`src/rtl/cpu_seq.sv`:
```
// cpu_seq: multi-cycle FETCH/DECODE/MEM/WB sequencer that owns the shared RAM port.
// Optional macro CPU_SEQ_PERF_EN adds cycle and retired-instruction counters.
`default_nettype none

`ifndef RAM_NONE
`define RAM_NONE  2'b00
`endif
`ifndef RAM_READ
`define RAM_READ  2'b01
`endif
`ifndef RAM_WRITE
`define RAM_WRITE 2'b10
`endif

module cpu_seq #(
   parameter int TIMEOUT = 255,
   parameter int AW      = 32
) (
   input  logic          i_clk,
   input  logic          i_rst_n,
   input  logic [1:0]    i_ram_action,
   input  logic [AW-1:0] i_ram_addr,
   input  logic [AW-1:0] i_pc,
   input  logic          i_halt,
   input  logic          i_mem_ack,
   input  logic [31:0]   i_mem_rdata,
   output logic          o_mem_req,
   output logic          o_mem_we,
   output logic [AW-1:0] o_mem_addr,
   output logic [31:0]   o_inst_word,
   output logic [31:0]   o_ld_data,
   output logic          o_ir_load,
   output logic          o_pc_en,
   output logic          o_wb_en,
   output logic          o_halted,
   output logic          o_bus_err,
   output logic [2:0]    o_state
`ifdef CPU_SEQ_PERF_EN
   ,
   output logic [31:0]   o_cyc_cnt,
   output logic [31:0]   o_ins_cnt
`endif
);

   typedef enum logic [2:0] {
      S_IDLE   = 3'd0,
      S_FETCH  = 3'd1,
      S_DECODE = 3'd2,
      S_MEM    = 3'd3,
      S_WB     = 3'd4,
      S_HALT   = 3'd5,
      S_ERR    = 3'd6
   } state_t;

   localparam int TW = (TIMEOUT > 1) ? $clog2(TIMEOUT + 1) : 1;

   state_t          r_state;
   logic [TW-1:0]   r_to_cnt;
   logic [31:0]     r_inst_word;
   logic [31:0]     r_ld_data;
   logic            r_ir_load;
   logic            r_pc_en;
   logic            r_wb_en;
   logic            r_halted;
   logic            r_bus_err;

   logic            w_busy;
   logic            w_ram_rd;
   logic            w_ram_wr;
   logic            w_timeout;

   assign w_ram_rd  = (i_ram_action == `RAM_READ);
   assign w_ram_wr  = (i_ram_action == `RAM_WRITE);
   assign w_busy    = (r_state == S_FETCH) || (r_state == S_MEM);
   // Ack takes priority, so a late ack on the final allowed cycle still completes.
   assign w_timeout = (TIMEOUT != 0) && !i_mem_ack && (r_to_cnt == TW'(TIMEOUT - 1));

   assign o_mem_req   = w_busy;
   assign o_mem_we    = (r_state == S_MEM) && w_ram_wr;
   assign o_mem_addr  = (r_state == S_MEM)   ? i_ram_addr :
                        (r_state == S_FETCH) ? i_pc       : '0;
   assign o_inst_word = r_inst_word;
   assign o_ld_data   = r_ld_data;
   assign o_ir_load   = r_ir_load;
   assign o_pc_en     = r_pc_en;
   assign o_wb_en     = r_wb_en;
   assign o_halted    = r_halted;
   assign o_bus_err   = r_bus_err;
   assign o_state     = r_state;

   always_ff @(posedge i_clk or negedge i_rst_n) begin
      if (!i_rst_n) begin
         r_state     <= S_IDLE;
         r_to_cnt    <= '0;
         r_inst_word <= '0;
         r_ld_data   <= '0;
         r_ir_load   <= 1'b0;
         r_pc_en     <= 1'b0;
         r_wb_en     <= 1'b0;
         r_halted    <= 1'b0;
         r_bus_err   <= 1'b0;
      end else begin
         r_ir_load <= 1'b0;
         r_pc_en   <= 1'b0;
         r_wb_en   <= 1'b0;
         r_to_cnt  <= '0;
         case (r_state)
            S_IDLE: begin
               r_state <= S_FETCH;
            end
            S_FETCH: begin
               if (i_mem_ack) begin
                  r_inst_word <= i_mem_rdata;
                  r_ir_load   <= 1'b1;
                  r_state     <= S_DECODE;
               end else if (w_timeout) begin
                  r_bus_err <= 1'b1;
                  r_state   <= S_ERR;
               end else begin
                  r_to_cnt <= r_to_cnt + 1'b1;
               end
            end
            S_DECODE: begin
               // Reserved action code falls through here as a register-only op.
               if (w_ram_rd || w_ram_wr) begin
                  r_state <= S_MEM;
               end else begin
                  r_pc_en <= 1'b1;
                  r_wb_en <= 1'b1;
                  r_state <= S_WB;
               end
            end
            S_MEM: begin
               if (i_mem_ack) begin
                  if (w_ram_rd) begin
                     r_ld_data <= i_mem_rdata;
                  end
                  r_pc_en <= 1'b1;
                  r_wb_en <= !w_ram_wr;
                  r_state <= S_WB;
               end else if (w_timeout) begin
                  r_bus_err <= 1'b1;
                  r_state   <= S_ERR;
               end else begin
                  r_to_cnt <= r_to_cnt + 1'b1;
               end
            end
            S_WB: begin
               if (i_halt) begin
                  r_halted <= 1'b1;
                  r_state  <= S_HALT;
               end else begin
                  r_state <= S_FETCH;
               end
            end
            S_HALT: begin
               if (!i_halt) begin
                  r_halted <= 1'b0;
                  r_state  <= S_FETCH;
               end
            end
            S_ERR: begin
               r_state <= S_ERR;
            end
            default: begin
               r_state <= S_IDLE;
            end
         endcase
      end
   end

`ifdef CPU_SEQ_PERF_EN
   logic [31:0] r_cyc_cnt;
   logic [31:0] r_ins_cnt;

   always_ff @(posedge i_clk or negedge i_rst_n) begin
      if (!i_rst_n) begin
         r_cyc_cnt <= '0;
         r_ins_cnt <= '0;
      end else begin
         if ((r_state != S_IDLE) && (r_state != S_HALT) && (r_state != S_ERR)) begin
            r_cyc_cnt <= r_cyc_cnt + 32'd1;
         end
         if (r_pc_en) begin
            r_ins_cnt <= r_ins_cnt + 32'd1;
         end
      end
   end

   assign o_cyc_cnt = r_cyc_cnt;
   assign o_ins_cnt = r_ins_cnt;
`endif

endmodule

`default_nettype wire

```
`config.mk`:
```
export PLATFORM = sky130hd
export DESIGN_NAME = cpu_seq
export DESIGN_NICKNAME = d
export VERILOG_FILES = /design/src/rtl/cpu_seq.sv
export SDC_FILE = /design/constraint.sdc
export NUM_CORES = 1
export LEC_CHECK = 0
export BUFFER_PORTS_ARGS = -buffer_cell sky130_fd_sc_hd__buf_2
export CORE_ASPECT_RATIO = 0.9
export CORE_MARGIN = 2
export CORE_UTILIZATION = 44
export DETAILED_ROUTE_END_ITERATION = 8
export MAX_ROUTING_LAYER = met4
export PLACE_DENSITY = 0.79
export SYNTH_ARGS = -nofsm -noshare
export SYNTH_HDL_FRONTEND = slang
export SYNTH_SLANG_ARGS = --single-unit
export TNS_END_PERCENT = 100
```
`constraint.sdc`:
```
create_clock -name i_clk -period 2.6 [get_ports i_clk]
set_input_delay 0.52 -clock i_clk [delete_from_list [all_inputs] [get_ports i_clk]]
set_output_delay 0.52 -clock i_clk [all_outputs]
set_load 0.03 [all_outputs]
```
==> results of run 1 <==
## metal layers
layer	routed length, µm	vias up	track usage	share of wire
met1	3700	1471	0.232	0.38
met3	729	16	0.0483	0.075
met2	5080	147	0.367	0.52
li1	-	1438	-	-
met4	240	0	0.0811	0.025
met5	0	-	-	0
## cell type report
| type | instances | area (µm²) | area share |
|---|---|---|---|
| multi-input combinational | 189 | 1690 | 0.326 |
| clock inverter | 6 | 67.6 | 0.0130 |
| clock buffer | 10 | 128 | 0.0246 |
| tap | 119 | 149 | 0.0287 |
| timing repair buffer | 214 | 1130 | 0.217 |
| sequential | 80 | 2000 | 0.386 |
| inverter | 7 | 26.3 | 0.00506 |
## power by group
| part | total (µW) | leakage, µW | switching [µW] | internal (µW) |
|---|---|---|---|---|
| registers | 2160 | 0.000987 | 358 | 1800 |
| logic | 4250 | 0.00163 | 2710 | 1540 |
| clock network | 904 | 0.0000929 | 457 | 447 |
## worst paths after layout
path | depth (start not counted) | endpoint | slack (ns) | startpoint
worst max register to register | 5 | o_inst_word[23] | 0.53 | o_state[2]
worst min-delay path | 1 | o_ld_data[0] | 0.10 | i_rst_n
worst max-delay path | 4 | o_mem_addr[2] | 0.32 | o_state[2]
min in group i_clk | 2 | o_ld_data[0] | 0.41 | i_mem_rdata[0]
worst min register to register | 1 | o_bus_err | 0.46 | o_bus_err
max in group asynchronous | 2 | o_inst_word[28] | 1.89 | i_rst_n
## kinds of logic (layout without fill, tap and decap cells)
logic type | after synthesis | after routing | synth area share
adders and majority gates | 4 | 4 | 0.0130
buffers and inverters | 24 | 237 | 0.0378
xor gates and xnor gates | 1 | 1 | 0.00228
AOI/OAI and AO/OA | 25 | 25 | 0.0437
muxes | 97 | 97 | 0.303
DFF | 80 | 80 | 0.522
and+or+nand+nor | 62 | 62 | 0.0783
## placed cells by master (no fill, tap or decap), drive strengths merged
cell type,synthesis,final
buf,13,214
dfrtp,80,80
mux2,64,64
nor2,39,39
mux2i,33,33
clkbuf,4,10
inv,7,8
o21ai,7,7
nand2,5,5
a21oi,5,5
nand2b,4,4
ha,4,4
nand4,3,3
nand3b,3,3
o21a,2,2
a21o,2,2
and3,2,2
clkinvlp,0,2
nor3b,2,2
clkinv,0,2
a21boi,1,1
nand3,1,1
o211a,1,1
a311oi,1,1
a31oi,1,1
xnor2,1,1
o31a,1,1
nor4,1,1
and4,1,1
o21bai,1,1
a2bb2oi,1,1
a221o,1,1
or2b,1,1
o21ba,1,1
bufinv,0,1
## through the flow
step	setup slack, ns	utilization
3_5_place_dp	0.550	0.586
6_report	0.320	0.609
4_1_cts	0.310	0.609
2_1_floorplan	0.336	-
5_1_grt	0.236	0.609
3_3_place_gp	0.632	0.586
## state kept, by name, summed over array words and instances, names as in the netlist
register and count:
o_inst_word 32, o_ld_data 32, r_to_cnt 8, o_state 3, o_bus_err 1, o_halted 1, o_ir_load 1, o_pc_en 1
o_wb_en 1
## critical path, cell delays in order, from the launching register on
cell      delay (ns)
dfrtp_1         0.46
nand2b_1        0.20
buf_4           0.26
nor2_1          0.24
buf_2           0.24
==> results.tsv, run 1 <==
stage	metric	value	unit
run_status	outcome	finished, final reports clean	
timing	maxSlewHeadroom	0.700	
placed_design	port_buffers	207	
timing	hold_slack	0.104	ns
power_and_ir_drop	power	7320	µW
cts	cts_buffers	9	
cts	cts_sinks	80	
detailed_routing	ant_nets	0	
global_routing	grt_pass1_wl	14900	µm
die	die_h	92.6	µm
worst_setup_path	end_kind	output pin	
detailed_routing	drt_iter0_drc	96	
min_path	hp-class	in -> async	
placed_design	place_hpwl	7560	µm
timing	setup_viol	0	
final_layout	drive_above_1_share	0.589	
cts	hold_buffers	0	
detailed_routing	firstDrtPassIters	4	
die	die_w	102	µm
synth	synth-edff-count	0	
synth	ys_seq_area_frac	0.522	
final_layout	synthToLayoutAreaGrowth	35.3	%
final_layout	fin_nets	607	
worst_setup_path	crit_arrival	1.76	ns
worst_setup_path	startpoint_type	flop	
cts	cts_setup_buffers	0	
cts	cts_tree	done	
worst_setup_path	crit_path_max_fanout	34	
die	core_area	0.00853	mm²
final_layout	final.fill_count	737	
synth	synthFlopType	dfrtp_1	
power_and_ir_drop	power_density	1410	mW/mm²
global_routing	grt_remaining_overflow	0	
synth	synthArstFlopShare	1.00	
timing	hold_violations	0	
worst_setup_path	crit_type	reg -> out	
detailed_routing	vias	3072	
global_routing	grt_usage	0.211	
cts	cts.clk_slew.worst_paths	0.09	ns
placed_design	place_inst	609	
synth	syn-num-nets	399	
detailed_routing	via_per_inst	4.92	
timing	rsz0062_at_grt	no	
final_layout	fin_cells	625	
synth	ys_ff_latch	80	
cts	root_buffer	clkbuf_8	
cts	cts_resized	0	
timing	tightest_slew	0.450	ns
power_and_ir_drop	ir_drop	1440	µV
die	ioPinCount	208	
timing	skew	0.0108	ns
timing	max_freq	439	MHz
synth	synth_cell_type_count	37	
synth	synth.most_common_cell	dfrtp_1	
synth	yosysWarnings	0	
worst_setup_path	critPathRequiredTime	2.08	ns
timing	fin_crit_sh	0.877	
synth	synth_top_cell_by_area	dfrtp_1	
power_and_ir_drop	power.leakage	0.00271	µW
final_layout	antennaDiodeCount	0	
placed_design	gp_congestion	0.905	
cts	clkLatencyLatePin	0.35	ns
die	start_util	0.450	
timing	tns	0	ns
cts	cts_max_level	3	
synth	syn_inst	293	
synth	syn_area	0.00384	mm²
placed_design	placed_cell_area	0.00500	mm²
detailed_routing	drc	0	
synth	synth_top_area_frac	0.522	
timing	final_max_slew_viol_count	0	
global_routing	grt_pass1_vias	3048	
flow_run	drv_cap	0	
timing	period_needed	2.28	ns
synth	synthTopCellsByArea	dfrtp_1 (52%), mux2_4 (12%), mux2_2 (10%)	
synth	synth_area_per_cell	13.1	µm²
global_routing	antenna_found_initial	0	
die	rows	32	
cts	cts.path.max_buffers	2	
global_routing	grt_max_degree	50	
synth	synthTopCellsByCount	dfrtp_1 (80), nor2_1 (39), mux2_2 (34), mux2i_1 (33), mux2_4 (30)	
die	dieArea	0.00949	mm²
detailed_routing	finalWirelength	9740	µm
final_layout	final_area	0.00519	mm²
detailed_routing	wire_per_inst	15.6	µm
(Power assumes the default switching activity.)
==> run 2, diff against run 1 <==
==> constraint.sdc (replaced) <==
create_clock -name i_clk -period 2.6 [get_ports i_clk]
set_input_delay 0.52 -clock i_clk [delete_from_list [all_inputs] [get_ports i_clk]]
set_output_delay 0.52 -clock i_clk [all_outputs]
set_load 0.005 [all_outputs]
==> run 2 against run 1 <==
  * Via count up 0.78%
  * Die area is the same
  * Sequential power about the same
  * Critical path depth is the same
  * First-iteration DRC count up 10%
  * Sequential share of layout area is essentially flat
  * Global-route usage fell by 0.47 points
  * Combinational power decreased by 39%
  * Critical endpoint unchanged
==> results.tsv, run 2 (synthesized netlist as in run 1, its figures left out) <==
stage	metric	value	unit
final_layout	antennaDiodeCount	0	
detailed_routing	vias	3096	
global_routing	grt_pass1_wl	14600	µm
final_layout	final_cell_mix	buf_2 (206), dfrtp_1 (79), nor2_1 (39), mux2_2 (34), mux2i_1 (33)	
detailed_routing	drc	0	
worst_setup_path	cp_top_family	simple AND/OR/NAND/NOR gates	
placed_design	placed_cell_area	0.00499	mm²
final_layout	synthToLayoutAreaGrowth	35.3	%
final_layout	fin_nets	606	
run_status	outcome	finished, final reports clean	
detailed_routing	via_per_inst	4.96	
detailed_routing	wire_per_inst	15.4	µm
cts	cts_sinks	80	
worst_setup_path	startpoint_type	flop	
timing	hold_violations	0	
worst_setup_path	end_kind	output pin	
timing	tns	0	ns
die	start_util	0.450	
power_and_ir_drop	p_sw	1950	µW
cts	cts_resized	0	
cts	root_buffer	clkbuf_8	
worst_setup_path	crit_path_max_fanout	26	
global_routing	grt_pass1_vias	3027	
power_and_ir_drop	seqPwrFrac	0.381	
power_and_ir_drop	p_comb_frac	0.456	
worst_setup_path	cp_slowest_cell	dfrtp_1	
cts	hold_buffers	0	
placed_design	gp_congestion	0.926	
power_and_ir_drop	power_density	1100	mW/mm²
final_layout	layout_commonest_cell	buf_2	
flow_run	drv_cap	0	
cts	cts_setup_buffers	0	
timing	tightest_slew	0.485	ns
worst_setup_path	crit_path_max_incr_delay	0.46	ns
global_routing	grt_usage	0.206	
timing	period_needed	2.43	ns
global_routing	grt_max_degree	48	
placed_design	port_buffers	207	
min_path	hp-class	in -> async	
power_and_ir_drop	power.leakage	0.00271	µW
detailed_routing	ant_nets	0	
worst_setup_path	cp_num_buf_inv	2	
die	core_area	0.00853	mm²
cts	cts_tree	done	
cts	cts_buffers	9	
power_and_ir_drop	p_clk_frac	0.163	
final_layout	drive_above_1_share	0.590	
timing	max_freq	411	MHz
power_and_ir_drop	ir_drop	558	µV
timing	fin_crit_sh	0.936	
cts	cts_max_level	3	
die	ioPinCount	208	
timing	rsz0062_at_grt	no	
die	rows	32	
global_routing	antenna_found_initial	0	
die	die_w	102	µm
cts	cts.clk_slew.worst_paths	0.09	ns
timing	skew	0.00524	ns
cts	clkLatencyLatePin	0.35	ns
worst_setup_path	crit_type	reg -> out	
worst_setup_path	crit_chain	nand2b_1 > buf_4 > nor2_1 > buf_2	
cts	cts.path.max_buffers	2	
placed_design	place_hpwl	7550	µm
detailed_routing	finalWirelength	9600	µm
final_layout	final_area	0.00519	mm²
detailed_routing	drt_iter0_drc	106	
power_and_ir_drop	internal_power	3760	µW
die	die_h	92.6	µm
timing	final_max_slew_viol_count	0	
worst_setup_path	crit_arrival	1.91	ns
die	dieArea	0.00949	mm²
timing	setup_viol	0	
global_routing	grt_remaining_overflow	0	
power_and_ir_drop	sw_frac_of_total	0.342	
timing	maxSlewHeadroom	0.676	
detailed_routing	firstDrtPassIters	4	
worst_setup_path	critPathRequiredTime	2.08	ns
==> run 2: path summary, 6_finish.rpt <==
check,end,start,depth (start not counted),slack [ns]
worst max register to register,o_ld_data[17],o_state[2],5,0.58
max in group asynchronous,o_ld_data[30],i_rst_n,2,1.90
min in group i_clk,o_inst_word[5],i_mem_rdata[5],2,0.41
worst min-delay path,o_ld_data[12],i_rst_n,1,0.11
worst max-delay path,o_mem_addr[2],o_state[2],4,0.17
worst min register to register,o_bus_err,o_bus_err,1,0.46
==> run 2: per-stage QoR <==
step,total power (µW),worst slack (ns),cells,hold slack [ns],util
after floorplan,3660,0.805,293,0.224,-
after global placement,4740,0.636,608,0.438,0.585
after detailed placement,4840,0.563,608,0.448,0.585
after CTS,5790,0.174,624,0.106,0.609
after global routing,6120,0.0601,624,0.110,0.609
final,5710,0.167,624,0.114,0.609
==> run 2: power by group through the flow <==
stage	clock [µW]	sequential, µW	combinational [µW]
6_report	929	2180	2600
5_1_grt	1030	2260	2840
4_1_cts	962	2190	2640
3_5_place_dp	0	2200	2630
3_3_place_gp	0	2170	2570
2_1_floorplan	0	2160	1500
==> run 2: worst register-to-register path: cells and delay by family, from the launching register on <==
family                 cells  cell delay (ns)
multiplexers               1             0.40
flip-flops                 1             0.46
buffers and inverters      2             0.43
AND/OR/NAND/NOR            2             0.62
==> run 2: layout make-up <==
cell class / count / area [µm²]
repair buffers: 213 / 1120
clock inverters: 7 / 80.1
flip-flops and latches: 80 / 2000
multi-input cells: 189 / 1690
inverters: 7 / 26.3
fillers: 725 / 3330
clock buffers: 9 / 124
well taps: 119 / 149
==> run 2: metal layers <==
metal  vias up  GRT usage  routed length [µm]
li1       1437          -                   -
met1      1503      0.233                3700
met2       143      0.352                5040
met3        13     0.0558                 689
met4         0     0.0678                 168
met5         -          -                   0
==> run 3, diff against run 2 <==
Settings changed: CORE_MARGIN 2 to unset.
==> run 3 against run 2 <==
  * Global-route usage is 3.7 points higher
  * Worst hold slack better by 0.051 ns
  * Total power rose by 0.57%
  * Register-to-register slack improved by 0.08 ns
  * Clock power is 2% lower
  * Utilization is 1.9 points higher
  * Combinational power is 2% higher
  * Flip-flop and latch count did not move
  * First-iteration DRC count is 50% higher
  * Design area about the same
  * Highest routed layer unchanged
  * Clock-buffer cell count increased by 2
==> results.tsv, run 3 (synthesized netlist as in run 1, its figures left out) <==
stage	metric	value	unit
worst_setup_path	setup.worst_path.end	o_mem_addr[27]	
placed_design	placed_cell_area	0.00499	mm²
worst_setup_path	startpoint_type	flop	
cts	cts.path.max_buffers	2	
global_routing	grt_remaining_overflow	0	
power_and_ir_drop	power.leakage	0.00271	µW
timing	setup_viol	0	
timing	tightest_slew	0.470	ns
cts	cts_resized	0	
timing	skew	0.00677	ns
die	die_w	100	µm
worst_setup_path	cp_top_family	flip-flops	
global_routing	grt_use_met2	0.432	
placed_design	port_buffers	207	
cts	cts_sinks	80	
final_layout	fin_nets	607	
timing	max_freq	436	MHz
worst_setup_path	rrSetupSlack	0.66	ns
cts	hold_buffers	0	
detailed_routing	wire_per_inst	16.8	µm
final_layout	final_util	0.628	
die	start_util	0.464	
die	core_area	0.00826	mm²
worst_setup_path	crit_arrival	1.78	ns
worst_setup_path	reg2reg_to	o_ld_data[17]	
final_layout	final_area	0.00519	mm²
flow_run	drv_cap	0	
global_routing	grtUsageMet3	0.0503	
detailed_routing	drc	0	
worst_setup_path	crit_type	reg -> out	
timing	maxSlewHeadroom	0.687	
final_layout	layout_commonest_cell	buf_2	
worst_setup_path	cp_slowest_cell	dfrtp_2	
timing	timing.final.ws_setup	0.304	ns
global_routing	grt_pass1_wl	16100	µm
min_path	hp-class	in -> async	
global_routing	grt_pass1_vias	3190	
global_routing	antenna_found_initial	0	
worst_setup_path	reg2reg_from	o_state[2]	
timing	rsz0062_at_grt	no	
final_layout	antennaDiodeCount	0	
detailed_routing	vias	3130	
final_layout	drive_above_1_share	0.589	
timing	final_max_slew_viol_count	0	
timing	tns	0	ns
detailed_routing	drt_iter0_drc	159	
placed_design	place_hpwl	7950	µm
worst_setup_path	cp_num_buf_inv	2	
cts	cts.clk_slew.worst_paths	0.08	ns
global_routing	use_met1	0.252	
detailed_routing	finalWirelength	10400	µm
worst_setup_path	crit_cells	4	
timing	hold_slack	0.165	ns
worst_setup_path	critPathRequiredTime	2.08	ns
worst_setup_path	crit_chain	buf_12 > mux2i_1 > nor2_1 > buf_2	
die	dieArea	0.00910	mm²
global_routing	busiest_layer	met2	
worst_setup_path	r2r_cells	5	
die	rows	31	
timing	period_needed	2.30	ns
final_layout	final_cell_mix	buf_2 (206), dfrtp_1 (79), nor2_1 (39), mux2_2 (34), mux2i_1 (33)	
worst_setup_path	end_kind	output pin	
die	die_h	90.6	µm
worst_setup_path	critPathLaunch	o_state[1]	
final_layout	synthToLayoutAreaGrowth	35.2	%
timing	hold_violations	0	
cts	cts_max_level	3	
global_routing	grt_usage	0.243	
worst_setup_path	crit_path_max_fanout	30	
detailed_routing	via_per_inst	5.04	
timing	fin_crit_sh	0.883	
cts	root_buffer	clkbuf_8	
placed_design	pre_cts_ws	0.666	ns
run_status	outcome	finished, final reports clean	
worst_setup_path	crit_path_max_incr_delay	0.59	ns
power_and_ir_drop	power_density	1110	mW/mm²
detailed_routing	ant_nets	0	
die	ioPinCount	208	
cts	cts_tree	done	
cts	cts_setup_buffers	0	
cts	clkLatencyLatePin	0.35	ns
power_and_ir_drop	ir_drop	434	µV
placed_design	gp_congestion	0.845	
cts	cts_buffers	9	
global_routing	grt_max_degree	81	
detailed_routing	firstDrtPassIters	4	
[run 3: routing by layer]
layer / vias to the layer above / part of all wire
met5: - / 0
met1: 1514 / 0.37
li1: 1434 / -
met3: 23 / 0.061
met2: 159 / 0.53
met4: 0 / 0.036
[run 3: area by class of cell]
cell class	instances	area (µm²)
Fill cell	669	3070
Tap cell	115	144
Inverter	7	26.3
Sequential cell	80	2000
Multi-Input combinational cell	189	1690
Timing Repair Buffer	214	1130
Clock inverter	5	56.3
Clock buffer	11	141
[run 3: how the worst min path moves through the flow]
| stage | startpoint | to | slack (ns) | depth (start not counted) |
|---|---|---|---|---|
| after floorplan | i_rst_n | o_bus_err | 0.22 | 0 |
| after global placement | o_bus_err | o_bus_err | 0.45 | 1 |
| after detailed placement | o_bus_err | o_bus_err | 0.46 | 1 |
| after CTS | i_rst_n | o_inst_word[6] | 0.19 | 2 |
| after global routing | i_rst_n | o_inst_word[7] | 0.19 | 2 |
| final | i_rst_n | o_ld_data[10] | 0.17 | 2 |
[run 3: report_power, final]
| group | internal, µW | switching [µW] |
|---|---|---|
| combinational | 1500 | 1150 |
| clock | 468 | 442 |
| sequential | 1800 | 372 |
[run 3: stage by stage]
stage | std cells | total power [µW]
2_1_floorplan | 293 | 3660
5_1_grt | 621 | 6120
3_3_place_gp | 605 | 4770
4_1_cts | 621 | 5800
3_5_place_dp | 605 | 4880
6_report | 621 | 5740
